$ cat config.mk
export PLATFORM = sky130hd
export DESIGN_NAME = alu_control_md
export DESIGN_NICKNAME = d
export VERILOG_FILES = /design/src/rtl/alu_control_md.sv
export SDC_FILE = /design/constraint.sdc
export NUM_CORES = 1
export LEC_CHECK = 0
export BUFFER_PORTS_ARGS = -buffer_cell sky130_fd_sc_hd__buf_4
export CORE_ASPECT_RATIO = 1.1
export CORE_MARGIN = 8
export CORE_UTILIZATION = 52
export CTS_CLUSTER_DIAMETER = 150
export DETAILED_ROUTE_END_ITERATION = 8
export PLACE_DENSITY = 0.89
export SYNTH_ARGS = -nofsm -noshare
export SYNTH_HDL_FRONTEND = slang
export SYNTH_SLANG_ARGS = --single-unit
export TNS_END_PERCENT = 1
$ cat constraint.sdc
create_clock -name i_clk -period 5.2 [get_ports i_clk]
set_clock_uncertainty 0.2 [all_clocks]
set_input_delay 0.26 -clock i_clk [delete_from_list [all_inputs] [get_ports i_clk]]
set_output_delay 0.26 -clock i_clk [all_outputs]
set_load 0.05 [all_outputs]
$ cat src/rtl/alu_control_md.sv
// EX-stage ALU control: combinational ALUOp/funct decode plus a sequencer that
// launches MULT/MULTU/DIV/DIVU on the mul/div unit and interlocks HI/LO users.
module alu_control_md #(
    parameter int NB_FUNCT    = 6,
    parameter int NB_ALU_OP   = 4,
    parameter int MUL_LATENCY = 4,
    parameter int DIV_LATENCY = 32,
    parameter int NB_CNT      = 6
) (
    input  logic                 i_clk,
    input  logic                 i_rst_n,
    input  logic                 i_valid,
    input  logic                 i_flush,
    input  logic [NB_FUNCT-1:0]  i_op_r_tipe,
    input  logic [NB_ALU_OP-1:0] i_alu_op_CU,
    output logic [NB_FUNCT-1:0]  o_alu_control_signals,
    output logic                 o_stall,
    output logic                 o_md_start,
    output logic [1:0]           o_md_op,
    output logic                 o_hilo_we,
    output logic                 o_busy
);

    localparam logic [NB_ALU_OP-1:0] AOP_ADD   = NB_ALU_OP'(4'b0000);
    localparam logic [NB_ALU_OP-1:0] AOP_ADDU  = NB_ALU_OP'(4'b0001);
    localparam logic [NB_ALU_OP-1:0] AOP_RTYPE = NB_ALU_OP'(4'b0010);
    localparam logic [NB_ALU_OP-1:0] AOP_AND   = NB_ALU_OP'(4'b0100);
    localparam logic [NB_ALU_OP-1:0] AOP_OR    = NB_ALU_OP'(4'b0101);
    localparam logic [NB_ALU_OP-1:0] AOP_SUB   = NB_ALU_OP'(4'b0111);
    localparam logic [NB_ALU_OP-1:0] AOP_XOR   = NB_ALU_OP'(4'b1000);
    localparam logic [NB_ALU_OP-1:0] AOP_SLL   = NB_ALU_OP'(4'b1001);
    localparam logic [NB_ALU_OP-1:0] AOP_SLT   = NB_ALU_OP'(4'b1100);
    localparam logic [NB_ALU_OP-1:0] AOP_SLTU  = NB_ALU_OP'(4'b1101);

    localparam logic [NB_FUNCT-1:0] FN_ADD  = NB_FUNCT'(6'b100000);
    localparam logic [NB_FUNCT-1:0] FN_ADDU = NB_FUNCT'(6'b100001);
    localparam logic [NB_FUNCT-1:0] FN_SUB  = NB_FUNCT'(6'b100010);
    localparam logic [NB_FUNCT-1:0] FN_AND  = NB_FUNCT'(6'b100100);
    localparam logic [NB_FUNCT-1:0] FN_OR   = NB_FUNCT'(6'b100101);
    localparam logic [NB_FUNCT-1:0] FN_XOR  = NB_FUNCT'(6'b100110);
    localparam logic [NB_FUNCT-1:0] FN_SLL  = NB_FUNCT'(6'b000000);
    localparam logic [NB_FUNCT-1:0] FN_SLT  = NB_FUNCT'(6'b101010);
    localparam logic [NB_FUNCT-1:0] FN_SLTU = NB_FUNCT'(6'b101011);

    // Funct groups differ only in the two LSBs: 0110xx = mul/div, 0100xx = MF*/MT*.
    localparam logic [NB_FUNCT-1:0] FN_MD_GRP   = NB_FUNCT'(6'b011000);
    localparam logic [NB_FUNCT-1:0] FN_MFMT_GRP = NB_FUNCT'(6'b010000);

    localparam logic [NB_CNT-1:0] MUL_CNT_INIT = NB_CNT'(MUL_LATENCY - 1);
    localparam logic [NB_CNT-1:0] DIV_CNT_INIT = NB_CNT'(DIV_LATENCY - 1);

    typedef enum logic {
        ST_IDLE = 1'b0,
        ST_BUSY = 1'b1
    } state_t;

    state_t            state_q, state_d;
    logic [NB_CNT-1:0] cnt_q, cnt_d;
    logic              md_start_q, md_start_d;
    logic [1:0]        md_op_q, md_op_d;
    logic              hilo_we_q, hilo_we_d;
    logic              busy_q, busy_d;

    logic is_rtype;
    logic md_class;
    logic hilo_class;
    logic is_div;
    logic accept;

    always_comb begin
        o_alu_control_signals = FN_ADD;
        case (i_alu_op_CU)
            AOP_RTYPE: o_alu_control_signals = i_op_r_tipe;
            AOP_ADD:   o_alu_control_signals = FN_ADD;
            AOP_ADDU:  o_alu_control_signals = FN_ADDU;
            AOP_AND:   o_alu_control_signals = FN_AND;
            AOP_OR:    o_alu_control_signals = FN_OR;
            AOP_XOR:   o_alu_control_signals = FN_XOR;
            AOP_SLL:   o_alu_control_signals = FN_SLL;
            AOP_SLT:   o_alu_control_signals = FN_SLT;
            AOP_SLTU:  o_alu_control_signals = FN_SLTU;
            AOP_SUB:   o_alu_control_signals = FN_SUB;
            default:   o_alu_control_signals = FN_ADD;
        endcase
    end

    assign is_rtype   = (i_alu_op_CU == AOP_RTYPE);
    assign md_class   = is_rtype && (i_op_r_tipe[NB_FUNCT-1:2] == FN_MD_GRP[NB_FUNCT-1:2]);
    assign hilo_class = md_class ||
                        (is_rtype && (i_op_r_tipe[NB_FUNCT-1:2] == FN_MFMT_GRP[NB_FUNCT-1:2]));
    assign is_div     = i_op_r_tipe[1];

    // A write-back cycle still blocks the accept so the new op never overlaps it.
    assign accept = (state_q == ST_IDLE) && i_valid && md_class && !i_flush && !hilo_we_q;

    assign o_stall = i_valid && hilo_class && ((state_q == ST_BUSY) || hilo_we_q);

    always_ff @(posedge i_clk) begin
        if (!i_rst_n) begin
            state_q    <= ST_IDLE;
            cnt_q      <= '0;
            md_start_q <= 1'b0;
            md_op_q    <= 2'b00;
            hilo_we_q  <= 1'b0;
            busy_q     <= 1'b0;
        end else begin
            state_q    <= state_d;
            cnt_q      <= cnt_d;
            md_start_q <= md_start_d;
            md_op_q    <= md_op_d;
            hilo_we_q  <= hilo_we_d;
            busy_q     <= busy_d;
        end
    end

    always_comb begin
        state_d = state_q;
        cnt_d   = cnt_q;
        case (state_q)
            ST_IDLE: begin
                if (accept) begin
                    state_d = ST_BUSY;
                    cnt_d   = is_div ? DIV_CNT_INIT : MUL_CNT_INIT;
                end
            end
            ST_BUSY: begin
                if (cnt_q == '0) begin
                    state_d = ST_IDLE;
                end else begin
                    cnt_d = cnt_q - 1'b1;
                end
            end
            default: begin
                state_d = ST_IDLE;
                cnt_d   = '0;
            end
        endcase
    end

    always_comb begin
        md_start_d = accept;
        md_op_d    = accept ? i_op_r_tipe[1:0] : md_op_q;
        hilo_we_d  = (state_q == ST_BUSY) && (cnt_q == '0);
        busy_d     = (state_d == ST_BUSY);
    end

    assign o_md_start = md_start_q;
    assign o_md_op    = md_op_q;
    assign o_hilo_we  = hilo_we_q;
    assign o_busy     = busy_q;

endmodule

== Yosys cells after proc, flatten, opt, wreduce, memory -nomap -nowiden ==
Index checks and enable logic that the tools add are counted.

* Memory bits (writable): 0
* Input bits: 14
* Latch bits: 0
* Bits in registers: 11
* Memories: 0
* Word-level logic and storage cells: 43
* Bits in read-only memories: 0
* Output and inout port bits: 12

* Shift-type cells: 0
* Mux-type cells: 8
* Divide/modulo/power cells: 0
* Bitwise logic cells: 1
* Multiply operators: 0
* Reductions and logical operators: 15
* Magnitude comparators: 0
* $add $sub $neg: 1
* Equal/unequal tests: 13

{| class="wikitable"
|+ Operators with widths
! kind !! number
|-
| $pmux W6 S9 || 1
|-
| $eq A4 B3 Y1 const B || 5
|-
| $eq A4 B4 Y1 const B || 4
|-
| $mux W6 || 2
|-
| $pmux W6 S2 || 1
|-
| $logic_and A1 B1 Y1 || 9
|-
| $logic_not A6 Y1 || 1
|-
| $sub A6 B1 Y6 const B || 1
|-
| $mux W5 || 1
|-
| $eq A4 B1 Y1 const B || 1
|-
| $eq A4 B2 Y1 const B || 1
|-
| $ne A2 B2 Y1 const B || 2
|-
| $logic_not A1 Y1 || 2
|-
| $logic_or A1 B1 Y1 || 2
|-
| $mux W1 || 2
|-
| $pmux W1 S2 || 1
|-
| $reduce_and A2 Y1 || 1
|-
| $not A1 Y1 || 1
|}

== Depth between registers and ports, before layout ==
Gate-level depths: netlist (run 1).

* Word-level depth: 7
* Gate-level depth with buffers: 6
* Mapped depth without buffers: 6

== Worst setup path before layout (run 1) ==
OpenSTA, ideal clock, no wires.

* Path kind: input -> output
* Start: input port i_alu_op_CU[2]
* End: output port o_alu_control_signals[2]
* Arrival time: 1.723 ns
* Buffers on the path: 1
* Setup slack: 3.017 ns
* Required time: 4.740 ns
* Stages on the path: 5
* Cell sequence: buf_8 -> nand2b_1 -> nor2_1 -> a21oi_1 -> o21ai_0

* Word-level cells in the longest chain between the ends: 2
* Elaborated cells between the ends (all ways): 10

{| class="wikitable"
|+ RTL lines
! what !! RTL line !! RTL
|-
| start, declared || 15 || <nowiki>input logic [NB_ALU_OP-1:0] i_alu_op_CU,</nowiki>
|-
| $eq A4 B3 Y1, or another cell as far along || 72 || <nowiki>case (i_alu_op_CU)</nowiki>
|-
| $pmux W6 S9 (*) || 72 ||
|-
| end, declared || 16 || <nowiki>output logic [NB_FUNCT-1:0] o_alu_control_signals,</nowiki>
|}

Every way passes the cells marked *; elsewhere a longest branch is shown, timed or not.

== Worst setup path in the final report (run 1) ==
* Start: register cnt_q[0]
* End: register cnt_q[3]

* Word-level cells in the longest chain between the ends: 3
* Elaborated cells between the ends (all ways): 6

{| class="wikitable"
|+ RTL lines
! what !! RTL line !! RTL
|-
| start, declared || 58 || <nowiki>logic [NB_CNT-1:0] cnt_q, cnt_d;</nowiki>
|-
| start signal, assigned || 108 || <nowiki>cnt_q <= cnt_d;</nowiki>
|-
| $sub A6 B1 Y6 or $logic_not A6 Y1 (tied branches) || 130, 127 ||
|-
| $mux W6 or $ne A2 B2 Y1 (tied branches) || n/a ||
|-
| $pmux W6 S2 or $reduce_and A2 Y1 (tied branches) || n/a ||
|}

Several ways; a longest one is shown, not always the timed one. The select of a mux whose other input is x is not followed.
A chain may end at the register's enable or synchronous reset.

==> results of run 1 <==
==> critical path, stage by stage (launching register included) <==
cell	delay, ns
dfxtp_1	0.35
inv_1	0.10
ha_1	0.18
or4b_4	0.48
o21ai_2	0.22
nand2_1	0.10
a32o_2	0.27
==> registers in the layout (all words and copies together) (netlist names) <==
register	count
o_busy	1
o_md_start	1
o_md_op	2
o_hilo_we	1
cnt_q	6
==> power breakdown <==
group	switching, mW	internal [mW]	leakage [nW]
logic	0.0212	0.0147	0.322
registers	0.0000640	0.0842	0.0885
clock network	0.0285	0.0297	0.0150
total	0.0497	0.129	0.426
==> metrics by stage <==
step / setup WS, ns / cells / area (µm²) / hold slack [ns]
global placement: 3.270 / 128 / 953.4 / 0.2466
detailed placement: 3.218 / 128 / 953.4 / 0.2483
finish: 3.184 / 132 / 979.7 / 0.05703
CTS: 3.198 / 132 / 979.7 / 0.05559
floorplan: 3.017 / 92 / 792.0 / 0.1960
global route: 3.139 / 132 / 979.7 / 0.07955
==> cell families after synthesis <==
family | after synthesis | synth area share [%]
fa+ha+maj | 2 | 3.159
simple gates | 40 | 32.86
buf+inv | 12 | 9.162
compound gates | 27 | 27.01
flops | 11 | 27.80
==> how the worst min path moves through the flow <==
stage / from / endpoint / slack, ns / cells after the start
floorplan: i_op_r_tipe[0] / o_md_op[0] / 0.20 / 2
global placement: o_md_op[0] / o_md_op[0] / 0.25 / 2
detailed placement: o_md_op[1] / o_md_op[1] / 0.25 / 2
CTS: i_op_r_tipe[0] / o_md_op[0] / 0.06 / 3
global route: i_op_r_tipe[1] / o_md_op[1] / 0.08 / 3
finish: i_op_r_tipe[0] / o_md_op[0] / 0.06 / 3
==> cell usage in the layout, fill, tap and decap left out, types with 2 or more instances in the layout <==
cell type / n
buf_4: 25
nand2_1: 13
dfxtp_1: 11
inv_1: 7
a21oi_1: 6
nor2_1: 5
o22ai_1: 4
nor3b_1: 3
nand3b_1: 3
o21ai_0: 3
clkbuf_4: 3
a32o_1: 2
nand2b_1: 2
ha_1: 2
==> routing by layer <==
| layer | up-vias | wire (µm) | GRT usage (%) |
|---|---|---|---|
| met2 | 26 | 978 | 22.32 |
| met3 | 2 | 187 | 4.922 |
| li1 | 386 | - | - |
| met1 | 362 | 802 | 13.63 |
| met5 | - | 0 | 0 |
| met4 | 0 | 5 | 3.249 |
==> final cells by class <==
class | count | area, µm² | share of cell area (%)
inverters | 7 | 26.28 | 2.682
well taps | 16 | 20.02 | 2.043
flip-flops and latches | 11 | 220.2 | 22.48
multi-input cells | 69 | 499.2 | 50.96
clock buffers | 4 | 26.28 | 2.682
repair buffers | 25 | 187.7 | 19.16
==> flow_metrics.env, run 1 <==
export IMPL_reg2reg_depth=6
export IMPL_yosys_top_cells_area="dfxtp_1 (28%), nand2_1 (6.2%), a21oi_1 (3.8%)"
export IMPL_die_area_um2=3029
export IMPL_startpoint="cnt_q[0]"
export IMPL_period_share_pct=38.77
export IMPL_drv_cap=0
export IMPL_yosysMostFrequentCell="nand2_1"
export IMPL_cts_setup_buffers=0
export IMPL_async_flop_share_pct=0
export IMPL_syn_inst=92
export IMPL_yosys_cell_types_count=42
export IMPL_drt_pre_antenna_iters=4
export IMPL_drv_slew=0
export IMPL_fmax_ghz=0.4961
export IMPL_cts_hold_repair_buffers=0
export IMPL_clk_latency_ns=0.27
export IMPL_start_kind="register"
export IMPL_port_buffers=25
export IMPL_gr_total_overflow=0
export IMPL_numCtsBuffers=3
export IMPL_post_drt_wl_per_cell_um=14.95
export IMPL_rrSetupSlack_ns=3.18
export IMPL_grt_pass1_vias=714
export IMPL_finalSetupTns_ns=0
export IMPL_hp_class="in -> reg"
export IMPL_slew_headroom_pct=71.21
export IMPL_ios=26
export IMPL_timing_rr_end="cnt_q[3]"
export IMPL_fp_row_count=14
export IMPL_grtUsageTotal_pct=12.73
export IMPL_num_nets_final=133
export IMPL_cp_arrival_ns=1.98
export IMPL_final_fill_count=129
export IMPL_synthTopCellsByCount="nand2_1 (13), dfxtp_1 (11), inv_1 (7), a21oi_1 (6), nor2_1 (5)"
export IMPL_syn2layout_area_growth_pct=23.70
export IMPL_criticalPathCategory="reg -> reg"
export IMPL_ys_flop_type="dfxtp_1"
export IMPL_vdd_drop_max_mv=0.1344
export IMPL_fp_dieH_um=56.93
export IMPL_synth_net_count=108
export IMPL_period_minus_slack_ns=2.016
export IMPL_clkTransAtPathRegs_ns=0.07
export IMPL_max_slew_worst_pin_slew_ns=0.4312
export IMPL_ctsResizeCount=0
export IMPL_post_route_util_pct=69.91
export IMPL_die_width_um=53.21
export IMPL_total_power_mw=0.1784
export IMPL_p_per_area_nw_per_um2=182.1
export IMPL_htree_levels=1
export IMPL_cts_tree="done"
export IMPL_netlist_area_leader_share_pct=27.80
export IMPL_leakage_nw=0.4258
export IMPL_critPathRequiredTime_ns=5.16
export IMPL_grt_max_degree=12
export IMPL_ys_warn_count=0
export IMPL_setup_viol=0
export IMPL_clockRootBuffer="clkbuf_4"
export IMPL_critPathCaptureType="register"
export IMPL_core_area_um2=1401
export IMPL_routabilityCongestion=0.8686
export IMPL_ant_nets=0
export IMPL_timing_rr_start="cnt_q[0]"
export IMPL_cts_buffer_depth=2
export IMPL_vias=776
export IMPL_antenna_found_initial=0
export IMPL_syn_area_um2=792.0
export IMPL_grt_pass1_wl_um=3084
export IMPL_hold_violations=0
export IMPL_synth_edf_count=0
export IMPL_crit_path_max_fanout=4
export IMPL_status="completed"
export IMPL_ys_seq_elements=11
export IMPL_start_util_pct=56.52
export IMPL_yosysTopAreaCell="dfxtp_1"
export IMPL_drcViolationCount=0
export IMPL_rsz0062_at_grt="no"
export IMPL_antenna_cells=0
export IMPL_clock_sinks=11
export IMPL_layout_drive_gt1_share_pct=35.34
export IMPL_via_per_inst=5.879
export IMPL_place_hpwl_um=1554
export IMPL_syn_avg_cell_area_um2=8.609
export IMPL_seq_area_frac_synth_pct=27.80
export IMPL_drt_wl_total_um=1973
export IMPL_drt_initial_drc_count=13
export IMPL_crit_path_end="cnt_q[3]"
No activity file was read; power rests on OpenSTA's default activity.
==> inputs of run 2 (changes only) <==
- CORE_UTILIZATION: 52 -> 49
- PLACE_DENSITY: 0.89 -> 0.85
- clock period: 5.2 -> 1.9 ns (I/O delays scaled with it)
==> flow_metrics.env, run 2 (synthesis results as in run 1) <==
export IMPL_leakage_nw=0.4782
export IMPL_vdd_drop_max_mv=0.4229
export IMPL_cts_tree="done"
export IMPL_drt_wl_total_um=2223
export IMPL_num_nets_final=143
export IMPL_grtUsageTotal_pct=13.89
export IMPL_antenna_cells=0
export IMPL_setup_viol=0
export IMPL_holdWs_ns=0.07433
export IMPL_hold_violations=0
export IMPL_syn2layout_area_growth_pct=37.12
export IMPL_crit_path_max_fanout=6
export IMPL_clock_sinks=11
export IMPL_ant_nets=0
export IMPL_layout_drive_gt1_share_pct=43.65
export IMPL_routabilityCongestion=0.9198
export IMPL_critPathCaptureType="register"
export IMPL_period_minus_slack_ns=1.853
export IMPL_die_area_um2=3160
export IMPL_drt_pre_antenna_iters=4
export IMPL_fmax_ghz=0.5397
export IMPL_grt_pass1_wl_um=3305
export IMPL_timing_rr_start="cnt_q[1]"
export IMPL_die_width_um=54.33
export IMPL_antenna_found_initial=0
export IMPL_rsz0062_at_grt="no"
export IMPL_grt_pass1_vias=812
export IMPL_ios=26
export IMPL_drv_slew=0
export IMPL_clkTransAtPathRegs_ns=0.07
export IMPL_cts_buffer_depth=2
export IMPL_slew_headroom_pct=73.84
export IMPL_layout_commonest_cell="buf_4"
export IMPL_htree_levels=1
export IMPL_post_drt_wl_per_cell_um=15.55
export IMPL_cp_arrival_ns=1.82
export IMPL_drt_initial_drc_count=23
export IMPL_start_util_pct=51.46
export IMPL_fp_row_count=15
export IMPL_numCtsBuffers=3
export IMPL_status="completed"
export IMPL_drcViolationCount=0
export IMPL_clockRootBuffer="clkbuf_4"
export IMPL_vias=844
export IMPL_grt_max_degree=11
export IMPL_largest_register="cnt_q"
export IMPL_gr_total_overflow=0
export IMPL_place_area_um2=1001
export IMPL_place_hpwl_um=1768
export IMPL_drv_cap=0
export IMPL_startpoint="cnt_q[1]"
export IMPL_fp_dieH_um=58.17
export IMPL_hp_class="in -> reg"
export IMPL_max_slew_worst_pin_slew_ns=0.3916
export IMPL_largest_reg_flops=6
export IMPL_port_buffers=25
export IMPL_final_cell_mix="buf_4 (32), nand2_1 (13), dfxtp_1 (8), a21oi_1 (6)"
export IMPL_p_per_area_nw_per_um2=461.0
export IMPL_hp_start="i_op_r_tipe[4]"
export IMPL_via_per_inst=5.902
export IMPL_criticalPathCategory="reg -> reg"
export IMPL_core_area_um2=1539
export IMPL_total_power_mw=0.5006
export IMPL_clk_latency_ns=0.28
export IMPL_rrSetupSlack_ns=0.05
export IMPL_period_share_pct=97.52
export IMPL_critPathRequiredTime_ns=1.86
export IMPL_final_area_um2=1086
export IMPL_start_kind="register"
[run 2: changes by cell type in the layout (fill, tap and decap cells not counted), sizes merged]
cell,delta
buf,+7
dlygate4sd3,+3
[run 2: worst paths after layout]
path,end,depth (start not counted)
hold reg to reg,o_md_op[1],2
setup reg to reg,cnt_q[4],6
setup / recovery,cnt_q[4],6
hold / removal,o_md_start,3
[run 2: through the flow]
stage	setup TNS [ns]	setup WS, ns	util (%)	std cells
floorplan	0	0.04655	-	92
detailed placement	-0.002501	-0.001589	65.04	135
global route	0	0.001577	70.57	143
CTS	0	0.008400	68.70	142
finish	0	0.04704	70.57	143
global placement	0	0.05997	65.04	135
[run 2: worst max-delay path, stage by stage (launching register included)]
cell and delay [ns]:
dfxtp_2 0.33, inv_2 0.08, ha_4 0.13, or4b_4 0.47
o21a_4 0.27, nor2_4 0.17, o22ai_1 0.09
[run 2: cell type report]
cell class                 instances  area [µm²]
clock buffer                       4       26.28
fill                             128       452.9
inverter                           7       26.28
multi-input combinational         69       518.0
sequential                        11       224.0
tap                               17       21.27
timing repair buffer              35       270.3
[run 2: where the power goes]
group	leakage (nW)	internal, mW	switching, mW	total, mW
Clock	0.0150	0.0815	0.0835	0.165
Combinational	0.373	0.0451	0.0600	0.105
Sequential	0.0901	0.230	0.000105	0.231
[run 2: routing by layer]
layer  track usage [%]  wire (µm)  up-vias
met5                 0          0        -
met4             11.27         78        0
met3             4.348        218        7
met2             23.77       1132       41
met1             12.61        794      392
li1                  -          -      404
[run 2: timing repair]
action,CTS,global route
pin swaps,1,4
resized for setup,0,7
hold buffers,3,0
setup endpoints to repair,2,7
hold endpoints to repair,7,0
buffers inserted,0,1
==> inputs of run 3 (changes only) <==
- ABC_AREA: default -> 1
- PLACE_DENSITY: 0.85 -> 0.84
- REMOVE_ABC_BUFFERS: default -> 1
==> flow_metrics.env, run 3 <==
export IMPL_rsz0062_at_grt="no"
export IMPL_fp_dieH_um=58.50
export IMPL_grt_pass1_vias=859
export IMPL_layout_commonest_cell="nand2_1"
export IMPL_setup_viol=0
export IMPL_p_int_mw=0.3559
export IMPL_period_share_pct=85.12
export IMPL_dpl_worst_slack_ns=0.3100
export IMPL_p_per_area_nw_per_um2=467.3
export IMPL_clk_latency_ns=0.27
export IMPL_ys_seq_elements=11
export IMPL_grt_max_degree=10
export IMPL_fmax_ghz=0.6183
export IMPL_syn2layout_area_growth_pct=32.97
export IMPL_vdd_drop_max_mv=0.5559
export IMPL_start_util_pct=51.65
export IMPL_ctsResizeCount=0
export IMPL_die_area_um2=3196
export IMPL_clkTransAtPathRegs_ns=0.07
export IMPL_yosysMostFrequentCell="nand2_1"
export IMPL_numCtsBuffers=3
export IMPL_sequentialPowerShare_pct=46.2
export IMPL_clock_sinks=11
export IMPL_slew_headroom_pct=77.49
export IMPL_synth_edf_count=0
export IMPL_cp_arrival_ns=1.59
export IMPL_layout_drive_gt1_share_pct=24.39
export IMPL_drt_wl_total_um=2121
export IMPL_clockRootBuffer="clkbuf_4"
export IMPL_cts_tree="done"
export IMPL_grt_pass1_wl_um=3663
export IMPL_total_power_mw=0.4999
export IMPL_place_hpwl_um=1690
export IMPL_drt_initial_drc_count=21
export IMPL_critPathRequiredTime_ns=1.87
export IMPL_async_flop_share_pct=0
export IMPL_yosysTopAreaCell="dfxtp_1"
export IMPL_criticalPathCategory="reg -> reg"
export IMPL_core_area_um2=1558
export IMPL_ios=26
export IMPL_syn_avg_cell_area_um2=6.095
export IMPL_fin_ws_ns=0.2826
export IMPL_crit_path_max_fanout=8
export IMPL_ys_flop_type="dfxtp_1"
export IMPL_port_buffers=25
export IMPL_post_drt_wl_per_cell_um=11.72
export IMPL_grtUsageTotal_pct=14.66
export IMPL_drt_pre_antenna_iters=4
export IMPL_ant_nets=0
export IMPL_synthTopCellsByCount="nand2_1 (30), inv_1 (26), nor2_1 (22), nand3_1 (12), dfxtp_1 (11)"
export IMPL_syn_inst=132
export IMPL_seq_area_frac_synth_pct=27.37
export IMPL_htree_levels=1
export IMPL_drcViolationCount=0
export IMPL_critPathCaptureType="register"
export IMPL_leakage_nw=0.6208
export IMPL_cts_setup_buffers=0
export IMPL_netlist_area_leader_share_pct=27.37
export IMPL_holdWs_ns=0.05872
export IMPL_switching_share_pct=28.80
export IMPL_ys_warn_count=0
export IMPL_cts_buffer_depth=2
export IMPL_via_per_inst=4.917
export IMPL_hold_violations=0
export IMPL_yosys_top_cells_area="dfxtp_1 (27%), nand2_1 (14%), inv_1 (12%)"
export IMPL_routabilityCongestion=0.8128
export IMPL_period_minus_slack_ns=1.617
export IMPL_status="completed"
export IMPL_gr_total_overflow=0
export IMPL_cts_hold_repair_buffers=3
export IMPL_clkPwrFrac_pct=31.5
export IMPL_largest_register="cnt_q"
export IMPL_fp_row_count=15
export IMPL_final_cell_mix="nand2_1 (30), inv_1 (26), buf_4 (25), nor2_1 (22), nand3_1 (12)"
export IMPL_num_nets_final=181
export IMPL_yosys_cell_types_count=20
export IMPL_antenna_found_initial=0
export IMPL_drv_cap=0
export IMPL_antenna_cells=0
export IMPL_p_comb_share_pct=22.3
export IMPL_syn_area_um2=804.5
export IMPL_vias=890
export IMPL_start_kind="register"
export IMPL_largest_reg_flops=6
export IMPL_p_switching_mw=0.1440
export IMPL_die_width_um=54.64
export IMPL_drv_slew=0
export IMPL_max_slew_worst_pin_slew_ns=0.3372
export IMPL_hp_class="in -> reg"
[run 3: power by group through the flow]
stage	clock, mW	combinational (mW)	sequential, mW
final	0.158	0.111	0.231
after floorplan	0	0.0588	0.236
after detailed placement	0	0.106	0.236
after global routing	0.179	0.120	0.231
after CTS	0.161	0.111	0.231
after global placement	0	0.104	0.236
[run 3: cell type report]
type | count | area (µm²)
multi-input combinational | 93 | 479.2
inverter | 28 | 105.1
tap | 17 | 21.27
sequential | 11 | 220.2
fill | 137 | 488.0
timing repair buffer | 28 | 217.7
clock buffer | 4 | 26.28
[run 3: worst max-delay path, stage by stage (launching register included)]
cell     delay, ns
dfxtp_1       0.32
inv_1         0.17
ha_1          0.17
nand3_1       0.11
nand2_2       0.17
inv_2         0.07
nor2_4        0.15
nand2_1       0.06
nand2_1       0.06
inv_1         0.03
[run 3: worst paths after layout]
check	startpoint	to	slack (ns)	cells after the start
max reg2reg	cnt_q[0]	cnt_q[1]	0.28	9
min	i_flush	o_md_start	0.06	6
max	cnt_q[0]	cnt_q[1]	0.28	9
min reg2reg	o_md_op[0]	o_md_op[0]	0.30	2
[run 3: per-stage QoR]
stage / TNS, ns / cell area (µm²) / std cells / util, %
6_report: 0 / 1070 / 181 / 68.67
5_1_grt: 0 / 1070 / 181 / 68.67
4_1_cts: 0 / 1070 / 181 / 68.67
3_5_place_dp: 0 / 1013 / 174 / 65.06
3_3_place_gp: 0 / 1013 / 174 / 65.06
2_1_floorplan: -0.3342 / 804.5 / 132 / -
[run 3: cell families (layout without fill, tap and decap cells)]
| group | Yosys count | count (layout) | synth area share (%) |
|---|---|---|---|
| flops | 11 | 11 | 27.37 |
| fa+ha+maj | 2 | 2 | 3.110 |
| buf+inv | 28 | 60 | 13.06 |
| simple gates | 79 | 79 | 47.12 |
| compound gates | 12 | 12 | 9.331 |
[run 3: per-layer routing]
metal | track usage (%) | routed length [µm] | up-vias
met2 | 24.47 | 1067 | 28
met5 | 0 | 0 | -
met4 | 2.113 | 18 | 0
met1 | 17.32 | 877 | 386
met3 | 5.542 | 158 | 2
li1 | - | - | 474
